--- config.mk ---
export PLATFORM = sky130hd
export DESIGN_NAME = mac_table_ctrl
export DESIGN_NICKNAME = d
export VERILOG_FILES = /design/src/rtl/mac_table_ctrl.sv
export SDC_FILE = /design/constraint.sdc
export NUM_CORES = 2
export LEC_CHECK = 0
export CAP_MARGIN = 20
export CORE_UTILIZATION = 60
export DETAILED_ROUTE_END_ITERATION = 12
export PLACE_DENSITY = 0.81
export SYNTH_ARGS = -nofsm -noshare
export SYNTH_HDL_FRONTEND = slang
export SYNTH_SLANG_ARGS = --single-unit
--- constraint.sdc ---
create_clock -name clk -period 7.6 [get_ports clk]
set_clock_uncertainty 0.2 [all_clocks]
set_input_delay 1.14 -clock clk [delete_from_list [all_inputs] [get_ports clk]]
set_output_delay 1.14 -clock clk [all_outputs]
set_load 0.01 [all_outputs]
--- src/rtl/mac_table_ctrl.sv ---
// MAC learning table with lookup/learn arbitration, round-robin victim replacement,
// periodic aging sweeps and a full-table flush.
module mac_table_ctrl #(
  parameter int NUM_ENTRIES = 16,
  parameter int IDX_BITS    = 4,
  parameter int PORT_WIDTH  = 16
) (
  input  logic                  clk,
  input  logic                  reset,
  input  logic                  lookup_req,
  input  logic [47:0]           lookup_mac,
  output logic                  lookup_ack,
  output logic                  lookup_hit,
  output logic [PORT_WIDTH-1:0] lookup_port,
  input  logic                  learn_req,
  input  logic [47:0]           learn_mac,
  input  logic [PORT_WIDTH-1:0] learn_port,
  output logic                  learn_ack,
  input  logic                  age_tick,
  input  logic                  flush,
  output logic [IDX_BITS:0]     entries_used,
  output logic                  busy
);

  typedef enum logic [2:0] {
    S_IDLE, S_LOOKUP, S_LEARN, S_AGE, S_FLUSH, S_DONE
  } state_t;

  state_t state_reg, state_next;
  logic   op_learn_reg, op_learn_next;
  logic   last_grant_learn_reg, last_grant_learn_next;
  logic   flush_pend_reg, age_pend_reg;
  logic   start_age, start_flush;

  logic [IDX_BITS-1:0]   age_idx_reg;
  logic [IDX_BITS-1:0]   victim_ptr_reg;
  logic [IDX_BITS:0]     used_reg;
  logic                  hit_reg;
  logic [PORT_WIDTH-1:0] hit_port_reg;

  logic [NUM_ENTRIES-1:0] valid_reg;
  logic [NUM_ENTRIES-1:0] age_reg;
  logic [47:0]            mac_reg  [NUM_ENTRIES];
  logic [PORT_WIDTH-1:0]  port_reg [NUM_ENTRIES];

  logic [NUM_ENTRIES-1:0] lookup_match, learn_match;
  logic [IDX_BITS-1:0]    lookup_idx, learn_idx, free_idx;
  logic                   grant_learn;

  genvar gi;
  generate
    for (gi = 0; gi < NUM_ENTRIES; gi++) begin : g_cmp
      assign lookup_match[gi] = valid_reg[gi] && (mac_reg[gi] == lookup_mac);
      assign learn_match[gi]  = valid_reg[gi] && (mac_reg[gi] == learn_mac);
    end
  endgenerate

  // Scan downwards so the lowest matching / free index is the one left standing.
  always_comb begin
    lookup_idx = '0;
    learn_idx  = '0;
    free_idx   = '0;
    for (int i = NUM_ENTRIES - 1; i >= 0; i--) begin
      if (lookup_match[i]) lookup_idx = IDX_BITS'(i);
      if (learn_match[i])  learn_idx  = IDX_BITS'(i);
      if (!valid_reg[i])   free_idx   = IDX_BITS'(i);
    end
  end

  assign grant_learn = (lookup_req && learn_req) ? !last_grant_learn_reg : learn_req;

  always_comb begin
    state_next            = state_reg;
    op_learn_next         = op_learn_reg;
    last_grant_learn_next = last_grant_learn_reg;
    start_age             = 1'b0;
    start_flush           = 1'b0;
    case (state_reg)
      S_IDLE: begin
        if (flush_pend_reg) begin
          state_next  = S_FLUSH;
          start_flush = 1'b1;
        end else if (lookup_req || learn_req) begin
          op_learn_next         = grant_learn;
          last_grant_learn_next = grant_learn;
          state_next            = grant_learn ? S_LEARN : S_LOOKUP;
        end else if (age_pend_reg) begin
          state_next = S_AGE;
          start_age  = 1'b1;
        end
      end
      S_LOOKUP, S_LEARN: state_next = S_DONE;
      S_AGE:   if (age_idx_reg == IDX_BITS'(NUM_ENTRIES - 1)) state_next = S_IDLE;
      S_FLUSH: state_next = S_IDLE;
      S_DONE:  state_next = S_IDLE;
      default: state_next = S_IDLE;
    endcase
  end

  always_ff @(posedge clk) begin
    if (reset) begin
      state_reg            <= S_IDLE;
      op_learn_reg         <= 1'b0;
      last_grant_learn_reg <= 1'b1;
      flush_pend_reg       <= 1'b0;
      age_pend_reg         <= 1'b0;
    end else begin
      state_reg            <= state_next;
      op_learn_reg         <= op_learn_next;
      last_grant_learn_reg <= last_grant_learn_next;
      // A pulse landing on the serving cycle survives, so it is not lost.
      flush_pend_reg       <= flush || (flush_pend_reg && !start_flush);
      age_pend_reg         <= age_tick || (age_pend_reg && !start_age);
    end
  end

  always_ff @(posedge clk) begin
    if (reset) begin
      valid_reg      <= '0;
      age_reg        <= '0;
      used_reg       <= '0;
      victim_ptr_reg <= '0;
      age_idx_reg    <= '0;
      hit_reg        <= 1'b0;
      hit_port_reg   <= '0;
    end else begin
      case (state_reg)
        S_IDLE: age_idx_reg <= '0;
        S_LOOKUP: begin
          hit_reg      <= |lookup_match;
          hit_port_reg <= (|lookup_match) ? port_reg[lookup_idx] : '0;
        end
        S_LEARN: begin
          if (!learn_mac[40]) begin
            if (|learn_match) begin
              port_reg[learn_idx] <= learn_port;
              age_reg[learn_idx]  <= 1'b1;
            end else if (!(&valid_reg)) begin
              valid_reg[free_idx] <= 1'b1;
              mac_reg[free_idx]   <= learn_mac;
              port_reg[free_idx]  <= learn_port;
              age_reg[free_idx]   <= 1'b1;
              used_reg            <= used_reg + 1'b1;
            end else begin
              mac_reg[victim_ptr_reg]  <= learn_mac;
              port_reg[victim_ptr_reg] <= learn_port;
              age_reg[victim_ptr_reg]  <= 1'b1;
              victim_ptr_reg           <= victim_ptr_reg + 1'b1;
            end
          end
        end
        S_AGE: begin
          if (valid_reg[age_idx_reg]) begin
            if (!age_reg[age_idx_reg]) begin
              valid_reg[age_idx_reg] <= 1'b0;
              used_reg               <= used_reg - 1'b1;
            end else begin
              age_reg[age_idx_reg] <= 1'b0;
            end
          end
          age_idx_reg <= age_idx_reg + 1'b1;
        end
        S_FLUSH: begin
          valid_reg      <= '0;
          used_reg       <= '0;
          victim_ptr_reg <= '0;
        end
        default: ;
      endcase
    end
  end

  assign lookup_ack   = (state_reg == S_DONE) && !op_learn_reg;
  assign learn_ack    = (state_reg == S_DONE) && op_learn_reg;
  assign lookup_hit   = hit_reg;
  assign lookup_port  = hit_port_reg;
  assign entries_used = used_reg;
  assign busy         = (state_reg != S_IDLE);

endmodule
==> qor.yml <==
drt:
  drtIter0Drc: 7169
  post_drt_wl_per_cell_um: 36.6
  viasPerCell: 6.98
  drt_wl_total_um: 216000
  dr_wl_met3_um: 34000
  vias: 41072
  drc_errors: 0
  firstDrtPassIters: 8
  drtAntennaViolNets: 0
  wl_met2_um: 90200
  top_layer_used: "met5"
  wl_met1_um: 71400
synth:
  syn_inst: 4331
  ys_seq_area_share_pct: 57.7
  avgSynthCellArea_um2: 12.9
  synthArstFlopShare_pct: 0
  ys_seq_elements: 1093
  yosys.area_share.xor_xnor_pct: 22.0
  synthTopCellsByCount: "1024 x edfxtp_1, 711 x xor2_1, 686 x xnor2_1"
  synth_top_family_by_area: "XOR/XNOR gates"
  synthFlopType: "edfxtp_1"
  syn_nets: 4461
  yosysWarnings: 0
  synth_edf_count: 1024
  post_synth_num_cell_types: 81
  synth_top_area_share_pct: 55.2
  yosys.area_share.simple_pct: 9.11
  syn_area_um2: 55700
  synth_compound_gate_area_share_pct: 5.26
  synth.area.mux_share_pct: 2.92
  yosysTopAreaCell: "edfxtp_1"
  synth_adder_area_share_pct: 0.283
  netlist_top_cells_area: "edfxtp_1 55%, xor2_1 11%, xnor2_1 11%, nand4_1 2.5%, dfxtp_1 2.5%"
  yosys.cell_count.top_type: "edfxtp_1"
sta:
  post-route-min-period_ns: 6.69
  fin_crit_sh_pct: 88.0
  worst_pin_slew_ns: 1.34
  whs_ns: 0.256
  hold_viol: 0
  finalSetupViolCount: 0
  fmax_ghz: 0.149
  drv_slew: 0
  setup_tns_ns: 0
  maxSlewHeadroom_pct: 10.7
  rsz0062_at_grt: "no"
clock_network:
  cts_hold_buf: 0
  cts_made_buffers: 113
  cts_resized: 0
  cts_buffer_depth: 3
  htreeDepth: 3
  clock-sinks: 1093
  cts_setup_buffers: 0
  cts_tree: "yes"
  clk_latency_ns: 0.76
  clockRootBuffer: "clkbuf_16"
  clkTransAtPathRegs_ns: 0.06
place:
  hpwl_um: 143000
  port_buffers: 142
  gp_congestion: 1.07
worst_setup_path:
  critPathRequiredTime_ns: 8.01
  crit_path_end_kind: "flop"
  cp-start-kind: "input port"
  critPathKind: "in2reg"
  crit_fanout: 53
  critical_path_arrival_ns: 7.10
power_and_ir_drop:
  combPwrFrac_pct: 9.9
  p_clk_share_pct: 42.0
  power.density_nw_per_um2: 219
  p_leak_nw: 20.4
  p_int_mw: 10.3
  p_sw_share_pct: 25.5
  ir_worst_vdd_v: 0.000217
  power_frac_seq_pct: 48.1
  power.switching_mw: 3.52
run:
  maxCapViolations: 0
global_routing:
  grt_use_total_pct: 45.5
  grt_pass1_wl_um: 296000
  grt-ovfl-total: 0
  grt_pass1_vias: 39542
  antenna_found_initial: 11
  grt_max_degree: 57
die:
  die_area_um2: 94100
  num_rows: 111
  io_pins: 143
  design.core.area_um2: 91800
  fp.dieH_um: 307
  start_util_pct: 60.7
  die_width_um: 307
final_layout:
  area_growth_pct: 12.9
  fillers: 6458
  nNetsFinal: 4677
  drive_gt1_share_pct: 11.7
  multiInputGateArea_um2: 22200
  final-seq-area_um2: 32100
  largest_reg_flops: 768
worst_hold_path:
  hp-class: "reg2reg"
outcome:
  outcome: "finished clean"
==> metal layers <==
metal | track usage [%] | up-vias
met5 | 0 | -
met4 | 33.3 | 4
met3 | 15.2 | 1084
met2 | 66.4 | 3898
met1 | 56.5 | 19780
li1 | - | 16306
==> worst paths after layout <==
path | from | endpoint | slack, ns | cells after the start
worst max-delay path | lookup_mac[18] | lookup_port[9] | 0.91 | 16
worst min-delay path | lookup_port[1] | lookup_port[1] | 0.26 | 2
worst max register to register | mac_reg[3][40] | mac_reg[12][7] | 2.40 | 13
worst min register to register | lookup_port[1] | lookup_port[1] | 0.26 | 2
==> metrics by stage <==
stage	setup WS [ns]	power [mW]	cells	area [µm²]	utilization [%]
after floorplan	1.20	7.41	4331	55700	-
after CTS	1.18	13.7	5884	62900	68.5
after global routing	0.997	14.0	5884	62900	68.5
final	0.911	13.8	5886	62900	68.6
after detailed placement	0.571	8.04	5675	59100	64.4
after global placement	0.744	8.03	5675	59100	64.4
==> cell usage in the layout (no fill, tap or decap), drive strengths merged, types with 9 or more instances in the layout <==
cell type,netlist,routed
o2bb2ai,11,11
clkinv,1,47
a21oi,77,77
bufinv,0,14
o211ai,20,20
o221ai,27,27
nor2,134,134
xnor2,686,686
inv,106,109
o22ai,38,38
and3,10,10
edfxtp,1024,1024
ha,11,11
xor2,711,711
a22oi,28,28
nor2b,16,16
dfxtp,69,69
nor3,57,57
clkbuf,69,138
o31ai,24,24
buf,174,286
a221oi,23,23
clkdlybuf4s50,0,58
nand4,223,223
nand2,129,129
mux2,65,65
nor4,218,218
mux2i,67,67
o21ai,65,65
mux4,10,10
a22o,22,22
nand2b,31,31
nand3,47,47
o2111ai,9,9
==> logic make-up (layout without fill, tap and decap cells) <==
logic type,after synthesis,in the layout
flops,1093,1093
buf+inv,350,660
xor+xnor,1397,1397
mux,142,142
simple gates,919,919
compound gates,418,418
fa+ha+maj,12,12
other cells,0,2
==> power groups by stage <==
stage	registers, mW	clock network [mW]	logic, mW
final	6.63	5.79	1.37
after CTS	6.63	5.78	1.29
after global placement	6.76	0	1.27
after detailed placement	6.76	0	1.28
after floorplan	6.75	0	0.662
after global routing	6.63	5.99	1.36
==> area by class of cell <==
| cell class | instances | area share [%] |
|---|---|---|
| well taps | 1243 | 2.47 |
| clock buffers | 138 | 4.72 |
| flip-flops and latches | 1093 | 51.1 |
| clock inverters | 71 | 1.39 |
| multi-input cells | 2888 | 35.3 |
| repair buffers | 344 | 4.46 |
| diodes | 2 | 0.00795 |
| inverters | 107 | 0.638 |
==> critical path: stages <==
cell             delay [ns]
clkdlybuf4s50_1        1.06
buf_4                  0.55
nor2b_1                0.18
a2111oi_0              0.71
nand4_1                0.24
nor4_2                 0.57
a211oi_1               0.09
o31ai_1                0.42
a311oi_1               0.27
o41ai_4                0.41
buf_4                  0.29
buf_12                 0.33
mux2i_1                0.17
a22oi_1                0.19
o211ai_1               0.13
o31ai_1                0.27
(Power assumes the default switching activity.)
